==> src/rtl/otter_intr_pkg.sv <==
`timescale 1ns / 1ps
// otter_intr_pkg
// Shared types and constants for the OTTER interrupt request controller.
//   db_state_t  : debounce FSM states (LO, RISE, HI, FALL)
//   SYNC_STAGES : depth of the btn_raw metastability synchronizer
package otter_intr_pkg;

  localparam int SYNC_STAGES = 2;

  typedef enum logic [1:0] {
    LO   = 2'd0,
    RISE = 2'd1,
    HI   = 2'd2,
    FALL = 2'd3
  } db_state_t;

endpackage

==> src/rtl/otter_debounce.sv <==
`timescale 1ns / 1ps
// otter_debounce
// Two-flop synchronizer followed by a debounce FSM. A level change on the
// synchronized button is accepted only after DB_CYCLES consecutive stable
// cycles. An accepted rising change raises btn_db and pulses press for one
// cycle; an accepted falling change only lowers btn_db.
//
// Ports
//   clk     in  : system clock, rising edge
//   rst_n   in  : asynchronous active-low reset
//   btn_raw in  : raw asynchronous button level
//   btn_db  out : debounced level (registered)
//   press   out : one-cycle pulse on each accepted press (registered)
//   state   out : current FSM state, for observation
module otter_debounce
  import otter_intr_pkg::*;
#(
  parameter int DB_CYCLES = 1_000_000
) (
  input  logic      clk,
  input  logic      rst_n,
  input  logic      btn_raw,
  output logic      btn_db,
  output logic      press,
  output db_state_t state
);

  localparam int CW = $clog2(DB_CYCLES + 1);
  localparam logic [CW:0]   DB_LIM  = (CW + 1)'(DB_CYCLES);
  localparam logic [CW-1:0] CNT_ONE = CW'(1);

  logic [SYNC_STAGES-1:0] sync;
  logic                   s2;
  logic [CW-1:0]          cnt;
  logic [CW:0]            cnt_inc;
  logic                   done;

  assign s2      = sync[SYNC_STAGES-1];
  // One bit wider than cnt so the increment can never wrap before compare.
  assign cnt_inc = {1'b0, cnt} + (CW + 1)'(1);
  // Decided on the incremented value so the change is accepted on the edge
  // where the count reaches DB_CYCLES (DB_CYCLES=1 finishes in the first
  // RISE/FALL cycle).
  assign done    = (cnt_inc >= DB_LIM);

  always_ff @(posedge clk or negedge rst_n) begin
    if (!rst_n) begin
      sync   <= '0;
      state  <= LO;
      cnt    <= '0;
      btn_db <= 1'b0;
      press  <= 1'b0;
    end else begin
      sync  <= {sync[SYNC_STAGES-2:0], btn_raw};
      press <= 1'b0;
      case (state)
        LO: begin
          if (s2) begin
            state <= RISE;
            cnt   <= CNT_ONE;
          end
        end
        RISE: begin
          if (!s2) begin
            state <= LO;
            cnt   <= '0;
          end else if (done) begin
            state  <= HI;
            cnt    <= '0;
            btn_db <= 1'b1;
            press  <= 1'b1;
          end else begin
            cnt <= cnt_inc[CW-1:0];
          end
        end
        HI: begin
          if (!s2) begin
            state <= FALL;
            cnt   <= CNT_ONE;
          end
        end
        FALL: begin
          if (s2) begin
            state <= HI;
            cnt   <= '0;
          end else if (done) begin
            state  <= LO;
            cnt    <= '0;
            btn_db <= 1'b0;
          end else begin
            cnt <= cnt_inc[CW-1:0];
          end
        end
        default: begin
          state <= LO;
          cnt   <= '0;
        end
      endcase
    end
  end

endmodule

==> src/rtl/otter_intr_ctrl.sv <==
`timescale 1ns / 1ps
// otter_intr_ctrl
// Turns debounced presses of the board interrupt button into a sticky
// pending request for the OTTER CPU and holds it until the CPU acknowledges.
//
// Ports
//   clk        in  : system clock, rising edge
//   rst_n      in  : asynchronous active-low reset
//   btn_raw    in  : raw asynchronous button level
//   intr_en    in  : CPU interrupt enable (MIE), masks intr only
//   intr_ack   in  : one-cycle pulse when the CPU takes the trap
//   intr       out : pending & intr_en (combinational)
//   pending    out : registered sticky request flag
//   btn_db     out : debounced button level
//   missed_cnt out : saturating count of presses that arrived while pending
//
// Configuration
//   OTTER_INTR_MISSED_CNT_EN : when defined, missed_cnt counter is built;
//                              otherwise missed_cnt is tied to 0.
//
// Handshake: intr is a level request; it stays high until the CPU returns a
// single-cycle intr_ack. The ack clears pending on that edge unless a new
// press lands on the same edge, in which case the new event keeps pending set.
module otter_intr_ctrl
  import otter_intr_pkg::*;
#(
  parameter int DB_CYCLES = 1_000_000,
  parameter int CNT_W     = 8
) (
  input  logic             clk,
  input  logic             rst_n,
  input  logic             btn_raw,
  input  logic             intr_en,
  input  logic             intr_ack,
  output logic             intr,
  output logic             pending,
  output logic             btn_db,
  output logic [CNT_W-1:0] missed_cnt
);

  logic      press;
  db_state_t db_state;

  otter_debounce #(
    .DB_CYCLES(DB_CYCLES)
  ) u_debounce (
    .clk    (clk),
    .rst_n  (rst_n),
    .btn_raw(btn_raw),
    .btn_db (btn_db),
    .press  (press),
    .state  (db_state)
  );

  // A press has priority over an ack on the same edge.
  always_ff @(posedge clk or negedge rst_n) begin
    if (!rst_n) begin
      pending <= 1'b0;
    end else if (press) begin
      pending <= 1'b1;
    end else if (intr_ack) begin
      pending <= 1'b0;
    end
  end

`ifdef OTTER_INTR_MISSED_CNT_EN
  // A press colliding with an ack replaces the acknowledged request rather
  // than being lost, so it is not counted as missed.
  always_ff @(posedge clk or negedge rst_n) begin
    if (!rst_n) begin
      missed_cnt <= '0;
    end else if (press && pending && !intr_ack && (missed_cnt != '1)) begin
      missed_cnt <= missed_cnt + CNT_W'(1);
    end
  end
`else
  assign missed_cnt = '0;
`endif

  assign intr = pending & intr_en;

  // btn_db is high exactly in the states that follow an accepted rise.
  a_btn_db_state: assert property (@(posedge clk) disable iff (!rst_n)
    btn_db == ((db_state == HI) || (db_state == FALL)));

endmodule

==> config.mk <==
export PLATFORM = sky130hd
export DESIGN_NAME = otter_intr_ctrl
export DESIGN_NICKNAME = d
export VERILOG_FILES = /design/src/rtl/otter_intr_pkg.sv /design/src/rtl/otter_debounce.sv /design/src/rtl/otter_intr_ctrl.sv
export SDC_FILE = /design/constraint.sdc
export NUM_CORES = 1
export LEC_CHECK = 0
export CORE_MARGIN = 3
export CORE_UTILIZATION = 30
export CTS_BUF_LIST = sky130_fd_sc_hd__clkbuf_4 sky130_fd_sc_hd__clkbuf_8 sky130_fd_sc_hd__clkbuf_16
export DETAILED_ROUTE_END_ITERATION = 10
export HOLD_SLACK_MARGIN = 0.08
export SKIP_CTS_REPAIR_TIMING = 1
export SYNTH_ARGS = -nofsm -noshare
export SYNTH_HDL_FRONTEND = slang
export SYNTH_HIERARCHICAL = 1
export SYNTH_SLANG_ARGS = --single-unit
==> constraint.sdc <==
create_clock -name clk -period 7.1 [get_ports clk]
set_input_delay 2.13 -clock clk [delete_from_list [all_inputs] [get_ports clk]]
set_output_delay 2.13 -clock clk [all_outputs]
set_load 0.03 [all_outputs]
==> metrics.txt, run 1 <==
standard-cell rows 28; status finished, final reports clean; Worst Path Required between 4 and 5 ns; routed vias/inst roughly 5.5; Clock Root Buffer clkbuf_8; Startpoint Class primary input; core area slightly above 6000 sq um; Initial Utilization about a third; Hold EP u_debounce/sync[1]$_DFF_PN0_; Final nets roughly 240; fin area 2080 sq um; Post-Syn Area ~1900 sq um; Primary FF master, synth dfrtp_1; first-pass GRT wire length about 7.8 mm; Post-synth EDFFs 0; clock latency on the worst-skew pair between 0.2 and 0.3 ns; Routed WL roughly 4.6 mm; Synth area leaders dfrtp_1 (35%), nand2_1 (6.0%), nand3_1 (4.4%); Critical R2R Capture u_debounce/cnt[14]$_DFFE_PN0P_; Clock Path Buffers 2; HP Start u_debounce/sync[0]$_DFF_PN0_; Pwr Total roughly 0.28 mW; final setup violation count 0; die width roughly 86 um; Final Hold Vio Count 0; Pwr Density around 140 nW/um^2; total grt overflow 0; I/O Pins 16; vias in the first global route between 1500 and 2000; Layout Skew 0.00351 ns; critical path endpoint category output pin; Die ar. between 7000 and 8000 sq um; crit path time final 5.48 ns; Antenna diodes 0; r2r startpoint u_debounce/cnt[0]$_DFFE_PN0P_; CP max stage cell clkdlybuf4s50_1; fillers 623; 1st-iter DRT viols about 140; worst hold path cell count 0; HPWL after detailed placement approximately 3.2 mm; post-synthesis sequential area ratio around a third; via count between 1500 and 2000; crit-path max FO 1; Mapped Cells approximately 230; Async S/R FF share, synth 100%; DP Area between 2000 and 2500 sq um; worst min path class register to register; layout cell share with drive strength beyond 1 approximately 8.7%; largest net degree at the start of global routing 28; Final TNS setup 0 ns; GPL Wtd Cong 0.927; H-tree depth 1; Slew @ Worst Pin 0.683 ns; critical path type primary input to output pin; Slew Viols, Final 0; RSZ-0062 raised after global routing no; Synth Warn # 6; initial antenna violation count 0; Commonest cells post-synth nand2_1 (31), dfrtp_1 (27), nand3_1 (17), nor2_1 (17); flops & latches, synth 27; CTS tree built; WHS about 0.36 ns; Detail Route Antenna Nets 0; worst vdd ir 0.0921 mV; CTS sink cnt 27; Layout area overhead 7.30%; WP data arrival 3.35 ns; global-route total usage across every layer between 10% and 20%; MaxCap Viol Count 0; synthesized area per cell between 8 and 9 sq um; Max-slew headroom a little over half; router iterations before antenna repair 4; top cell type's share of synthesized area between 30% and 40%; synth unique cells 50; Synth area leader dfrtp_1; Fmax ~180 MHz; wire per inst around 15 um; clock slew at reported path FFs between 0.1 and 0.15 ns; crit-path cells clkdlybuf4s50_1, and2_1, clkdlybuf4s50_1; leakage power between 0.8 and 0.9 nW; port buffer count 7; Reg2Reg Depth 9; DRC errors left 0; R2R Setup Slk 4.11 ns; CP most frequent cell clkdlybuf4s50_1; die height 86.4 um; max incr delay on CP ~0.66 ns; Final Cycle Share 77.2%; most frequent cell after synthesis nand2_1; Num CTS Buffers 3
cell usage in the layout (no fill, tap or decap), types with 2 or more instances in the layout:
cell / count
a211o_1: 3
a22oi_1: 2
a31oi_1: 3
and2_1: 11
and3_1: 3
buf_4: 5
clkbuf_8: 3
clkdlybuf4s50_1: 7
conb_1: 8
dfrtp_1: 27
inv_1: 9
mux2i_1: 2
nand2_1: 31
nand3_1: 17
nand4_1: 6
nor2_1: 17
nor2b_1: 3
nor3_1: 3
nor4_1: 4
nor4_2: 2
o2111ai_1: 7
o211ai_1: 11
o21ai_1: 8
o221ai_1: 6
or3_1: 4
xor2_1: 5
power breakdown:
group,internal [mW],switching [mW]
clock network,0.0414,0.0573
registers,0.156,0.00437
logic,0.00701,0.0180
total,0.205,0.0797
how the worst max path moves through the flow:
stage	startpoint	to	depth (start not counted)
6_report	intr_en	intr	3
5_1_grt	intr_en	intr	3
4_1_cts	intr_en	intr	3
3_5_place_dp	intr_en	intr	3
3_3_place_gp	intr_en	intr	3
2_1_floorplan	intr_en	intr	1
sequential cells by signal, summed over array words and instances, names as in the netlist, named ones only:
register and flops:
u_debounce/btn_db 1, pending 1, u_debounce/sync 2, u_debounce/cnt 20, u_debounce/press 1, u_debounce/state 1
stage by stage:
stage	util, %	instances	setup WS, ns
after detailed placement	33.3	302	1.62
after global placement	33.3	302	1.62
after floorplan	-	239	2.56
after global routing	34.1	306	1.59
final	34.1	306	1.62
after CTS	34.1	306	1.61
kinds of logic after synthesis:
logic type               after synthesis  share of synthesized area, %
adder cells (fa/ha/maj)                1                         0.646
flip-flops                            27                          34.9
other                                  1                         0.194
AO/OA/AOI/OAI                         51                          19.8
XOR/XNOR                               5                          2.26
buffers and inverters                 33                          8.98
AND/OR/NAND/NOR                      111                          31.5
multiplexers                           3                          1.81
layer usage:
metal	global-route usage (%)	vias up	part of all wire, %
met1	18.7	793	48
met4	4.11	0	1.0
met3	1.81	4	3.8
met5	0	-	0
met2	20.2	43	47
li1	-	832	-
worst max-delay path: cells and delay by family:
family	cells	cell delay [ns]
buf+inv	2	1.11
simple gates	1	0.11
final cells by class:
cell class	instances	area (sq um)	area share [%]
Tap cell	75	93.8	4.52
Timing Repair Buffer	12	108	5.18
Inverter	9	33.8	1.63
Clock inverter	1	8.76	0.421
Multi-Input combinational cell	179	1120	53.8
Sequential cell	27	676	32.5
Clock buffer	3	41.3	1.99
Power figures use the tool's default switching activity.
==> inputs of run 2 (changes only) <==
- clock period: 7.1 -> 5.7 ns (I/O delays scaled with it)
==> run 2 against run 1 <==
  * Hold slack gained 0.0088 ns
  * Die area unchanged
  * Clock power is 26% higher
  * Sequential share of layout area increased by 0.12 points
  * Wire length decreased by 1.2%
  * Combinational power grew 24%
  * Setup slack worse by 0.56 ns
  * Final area decreased by 0.36%
  * Sequential power up 24%
  * Critical path type unchanged
==> metrics.txt, run 2 (same netlist as run 1, synthesis figures left out) <==
status finished, final reports clean (unchanged); router iterations before antenna repair 4 (unchanged); final setup violation count 0 (unchanged); Num CTS Buffers 3 (unchanged); port buffer count 7 (unchanged); Layout Skew 0.00407 ns (was 0.00351 ns); Startpoint Class primary input (unchanged); critical path type primary input to output pin (unchanged); standard-cell rows 28 (unchanged); crit-path max FO 1 (unchanged); Die ar. 7460 sq um (unchanged); Routed WL 4.54 mm (was 4.59 mm); Final nets 237 (was 238); core area 6100 sq um (unchanged); Initial Utilization 31.8% (unchanged); max incr delay on CP 0.66 ns (about the same); critical path endpoint category output pin (unchanged); Clock Path Buffers 2 (unchanged); Worst Path Required 3.99 ns (was 4.97 ns); commonest non-fill, non-tap cell in the layout nand2_1 (unchanged); CTS tree built (unchanged); CTS sink cnt 27 (unchanged); Pwr Density 172 nW/um^2 (was 137 nW/um^2); CP max stage cell clkdlybuf4s50_1 (unchanged); GPL Wtd Cong 0.872 (was 0.927); wire per inst 14.9 um (was 15.0 um); Place WS 1.06 ns (was 1.62 ns); Layout area overhead 6.91% (was 7.30%); MaxCap Viol Count 0 (unchanged); layout cell share with drive strength beyond 1 8.26% (was 8.66%); vias in the first global route 1594 (was 1524); Final Hold Vio Count 0 (unchanged); total grt overflow 0 (unchanged); leakage power 0.879 nW (was 0.883 nW); die width 86.4 um (unchanged); Slew @ Worst Pin 0.754 ns (was 0.683 ns); Clock Root Buffer clkbuf_8 (unchanged); routed vias/inst 5.53 (was 5.46); Fmax between 200 and 250 MHz; via count 1687 (was 1672); I/O Pins 16 (unchanged); global-route total usage across every layer 13.4% (was 13.0%); max reg flops 20 (unchanged); clock slew at reported path FFs 0.11 ns (about the same); crit path time final roughly 4.6 ns; WP data arrival 2.93 ns (was 3.35 ns); worst vdd ir 0.108 mV (was 0.0921 mV); Final Cycle Share slightly above 80%; 1st-iter DRT viols 127 (was 143); DRC errors left 0 (unchanged); CP most frequent cell clkdlybuf4s50_1 (unchanged); Antenna diodes 0 (unchanged); largest net degree at the start of global routing 28 (unchanged); Pwr Total 0.355 mW (was 0.285 mW); crit-path cells clkdlybuf4s50_1, and2_1, clkdlybuf4s50_1 (unchanged); Final TNS setup 0 ns (unchanged); HPWL after detailed placement 3.16 mm (was 3.23 mm); die height 86.4 um (unchanged); initial antenna violation count 0 (unchanged); largest registers u_debounce/cnt x20, u_debounce/sync x2 (unchanged); H-tree depth 1 (unchanged); Biggest register u_debounce/cnt (unchanged); Max-slew headroom 49.7% (was 54.2%); RSZ-0062 raised after global routing no (unchanged); most frequent cells in the layout nand2_1 (31), dfrtp_1 (27), nand3_1 (17), nor2_1 (17) (unchanged); Slew Viols, Final 0 (unchanged); first-pass GRT wire length 7.90 mm (was 7.83 mm); clock latency on the worst-skew pair 0.29 ns (was 0.28 ns); Detail Route Antenna Nets 0 (unchanged); worst min path class register to register (unchanged); slack of the critical path 1.06 ns (was 1.62 ns)
-- run 2: through the flow --
| step | cell area [sq um] | cells | util [%] | hold WS [ns] |
|---|---|---|---|---|
| floorplan | 1960 | 239 | - | 0.331 |
| global placement | 2020 | 301 | 33.1 | 0.338 |
| detailed placement | 2020 | 301 | 33.1 | 0.347 |
| CTS | 2070 | 305 | 34.0 | 0.373 |
| global route | 2070 | 305 | 34.0 | 0.392 |
| finish | 2070 | 305 | 34.0 | 0.368 |
-- run 2: metal layers --
metal	wire (um)	GRT usage (%)
met5	0	0
met4	150	6.80
met3	254	2.09
met2	1970	19.5
met1	2160	19.1
-- run 2: path summary, 6_finish.rpt --
check	from	to	slack, ns	depth (start not counted)
min in group asynchronous	rst_n	u_debounce/cnt[9]$_DFFE_PN0P_	1.79	2
worst max register to register	u_debounce/cnt[0]$_DFFE_PN0P_	u_debounce/cnt[9]$_DFFE_PN0P_	2.53	8
max in group asynchronous	rst_n	u_debounce/cnt[11]$_DFFE_PN0P_	3.64	2
worst max-delay path	intr_en	intr	1.06	3
worst min register to register	u_debounce/sync[0]$_DFF_PN0_	u_debounce/sync[1]$_DFF_PN0_	0.37	0
worst min-delay path	u_debounce/sync[0]$_DFF_PN0_	u_debounce/sync[1]$_DFF_PN0_	0.37	0
-- run 2: critical path: cells and delay by family --
kind	cells	cell delay, ns
AND/OR/NAND/NOR	1	0.11
buffers and inverters	2	1.11
-- run 2: cell type report --
class                      count  area [sq um]
clock buffer                   3          41.3
clock inverter                 1          8.76
fill                         655          4030
inverter                       9          33.8
multi-input combinational    179          1120
sequential                    27           676
tap                           75          93.8
timing repair buffer          11           100
-- run 2: power breakdown --
group	total (mW)	switching (mW)	internal [mW]	leakage, nW
Combinational	0.0311	0.0224	0.00868	0.486
Sequential	0.200	0.00522	0.195	0.367
Clock	0.124	0.0724	0.0516	0.0261
==> inputs of run 3 (changes only) <==
- clock period: 5.7 -> 4.31 ns (I/O delays scaled with it)
==> run 3 against run 2 <==
  * Clock-buffer cell count is the same
  * Clock power up 31%
  * Setup slack worse by 0.55 ns
  * Cell count grew 0.33%
  * Sequential share of layout area is 0.12 points lower
  * Global-route usage is 0.087 points lower
  * Final area increased by 0.36%
  * Largest cell class unchanged
  * Highest routed layer unchanged
==> metrics.txt, run 3 (same netlist as run 1, synthesis figures left out) <==
status finished, final reports clean (unchanged); initial antenna violation count 0 (unchanged); I/O Pins 16 (unchanged); Clock Root Buffer clkbuf_8 (unchanged); standard-cell rows 28 (unchanged); Final TNS setup 0 ns (unchanged); switching share of power 27.9% (was 28.2%); router iterations before antenna repair 4 (unchanged); vias in the first global route 1652 (was 1594); Layout Skew 0.00742 ns (was 0.00407 ns); largest net degree at the start of global routing 28 (unchanged); Pwr Total 0.468 mW (was 0.355 mW); commonest non-fill, non-tap cell in the layout nand2_1 (unchanged); final setup violation count 0 (unchanged); Final Cycle Share ~88%; Fmax 263 MHz; global-route total usage across every layer 13.3% (was 13.4%); Worst Path Required 3.02 ns (was 3.99 ns); Biggest register u_debounce/cnt (unchanged); worst vdd ir 0.124 mV (was 0.108 mV); 1st-iter DRT viols 99 (was 127); critical path endpoint category output pin (unchanged); port buffer count 7 (unchanged); clock latency on the worst-skew pair 0.28 ns (was 0.29 ns); via count 1683 (was 1687); crit path time final roughly 3.8 ns; critical path type primary input to output pin (unchanged); GPL Wtd Cong 0.873 (was 0.872); layout cell share with drive strength beyond 1 8.66% (was 8.26%); worst min path class register to register (unchanged); Slew Viols, Final 0 (unchanged); Clock Path Buffers 2 (unchanged); total grt overflow 0 (unchanged); RSZ-0062 raised after global routing no (unchanged); largest registers u_debounce/cnt x20, u_debounce/sync x2 (unchanged); max reg flops 20 (unchanged); Layout area overhead 7.30% (was 6.91%); Die ar. 7460 sq um (unchanged); P_sw 0.130 mW (was 0.100 mW); wire per inst 14.9 um (about the same); CTS sink cnt 27 (unchanged); most frequent cells in the layout nand2_1 (31), dfrtp_1 (27), nand3_1 (17), nor2_1 (17) (unchanged); Final Hold Vio Count 0 (unchanged); Internal Power 0.337 mW (was 0.255 mW); Initial Utilization 31.8% (unchanged); MaxCap Viol Count 0 (unchanged); clock slew at reported path FFs 0.11 ns (about the same); Num CTS Buffers 3 (unchanged); Final nets 238 (was 237); Clock Power Share 34.6% (was 34.9%); WP data arrival 2.51 ns (was 2.93 ns); Seq pwr share 56.6% (was 56.3%); die width 86.4 um (unchanged); first-pass GRT wire length 8.10 mm (was 7.90 mm); crit-path max FO 1 (unchanged); H-tree depth 1 (unchanged); DRC errors left 0 (unchanged); CTS tree built (unchanged); power share of the combinational group 8.9% (was 8.8%); die height 86.4 um (unchanged); Slew @ Worst Pin 0.728 ns (was 0.754 ns); Pwr Density 225 nW/um^2 (was 172 nW/um^2); HPWL after detailed placement 3.24 mm (was 3.16 mm); leakage power 0.883 nW (was 0.879 nW); Max-slew headroom 51.3% (was 49.7%); routed vias/inst 5.50 (was 5.53); Antenna diodes 0 (unchanged); core area 6100 sq um (unchanged); Startpoint Class primary input (unchanged); Detail Route Antenna Nets 0 (unchanged); Routed WL 4.56 mm (was 4.54 mm)
==> run 3: changes by cell type in the layout (fill, tap and decap cells not counted), sizes merged <==
| cell | previous run | this run |
|---|---|---|
| buf | 4 | 5 |
==> run 3: area by class of cell <==
| type | count | area [sq um] |
|---|---|---|
| sequential | 27 | 676 |
| timing repair buffer | 12 | 108 |
| fill | 651 | 4020 |
| multi-input combinational | 179 | 1120 |
| inverter | 9 | 33.8 |
| tap | 75 | 93.8 |
| clock buffer | 3 | 41.3 |
| clock inverter | 1 | 8.76 |
==> run 3: worst paths after layout <==
kind                                                from                       endpoint  slack, ns  cells past startpoint
min in group asynchronous                          rst_n  u_debounce/cnt[1]$_DFFE_PN0P_       1.37                      2
max                                              intr_en                           intr       0.51                      3
max reg2reg                u_debounce/cnt[0]$_DFFE_PN0P_  u_debounce/cnt[9]$_DFFE_PN0P_       1.26                      9
min reg2reg                 u_debounce/sync[0]$_DFF_PN0_   u_debounce/sync[1]$_DFF_PN0_       0.36                      0
max in group asynchronous                          rst_n  u_debounce/cnt[8]$_DFFE_PN0P_       2.67                      2
min                         u_debounce/sync[0]$_DFF_PN0_   u_debounce/sync[1]$_DFF_PN0_       0.36                      0
==> run 3: layer usage <==
layer  up-vias  GRT usage (%)  routed length [um]
met5         -              0                   0
met4         0           4.67                  90
met3         7           1.52                 271
met2        46           21.2                2060
met1       798           18.6                2140
li1        832              -                   -
==> run 3: worst max-delay path: stages <==
cell,delay [ns]
clkdlybuf4s50_1,0.45
and2_1,0.11
clkdlybuf4s50_1,0.66
==> run 3: metrics by stage <==
stage / utilization [%] / instance area, sq um / setup WS, ns / instances / hold WS [ns]
5_1_grt: 34.1 / 2080 / 0.460 / 306 / 0.381
4_1_cts: 34.1 / 2080 / 0.498 / 306 / 0.369
2_1_floorplan: - / 1960 / 1.44 / 239 / 0.331
3_5_place_dp: 33.3 / 2030 / 0.504 / 302 / 0.342
6_report: 34.1 / 2080 / 0.507 / 306 / 0.365
3_3_place_gp: 33.3 / 2030 / 0.501 / 302 / 0.337
==> run 3: power by group through the flow <==
stage / clock network [mW] / logic [mW] / registers, mW
finish: 0.162 / 0.0416 / 0.265
floorplan: 0 / 0.0328 / 0.267
detailed placement: 0 / 0.0422 / 0.269
CTS: 0.168 / 0.0422 / 0.265
global placement: 0 / 0.0416 / 0.269
global route: 0.181 / 0.0463 / 0.266
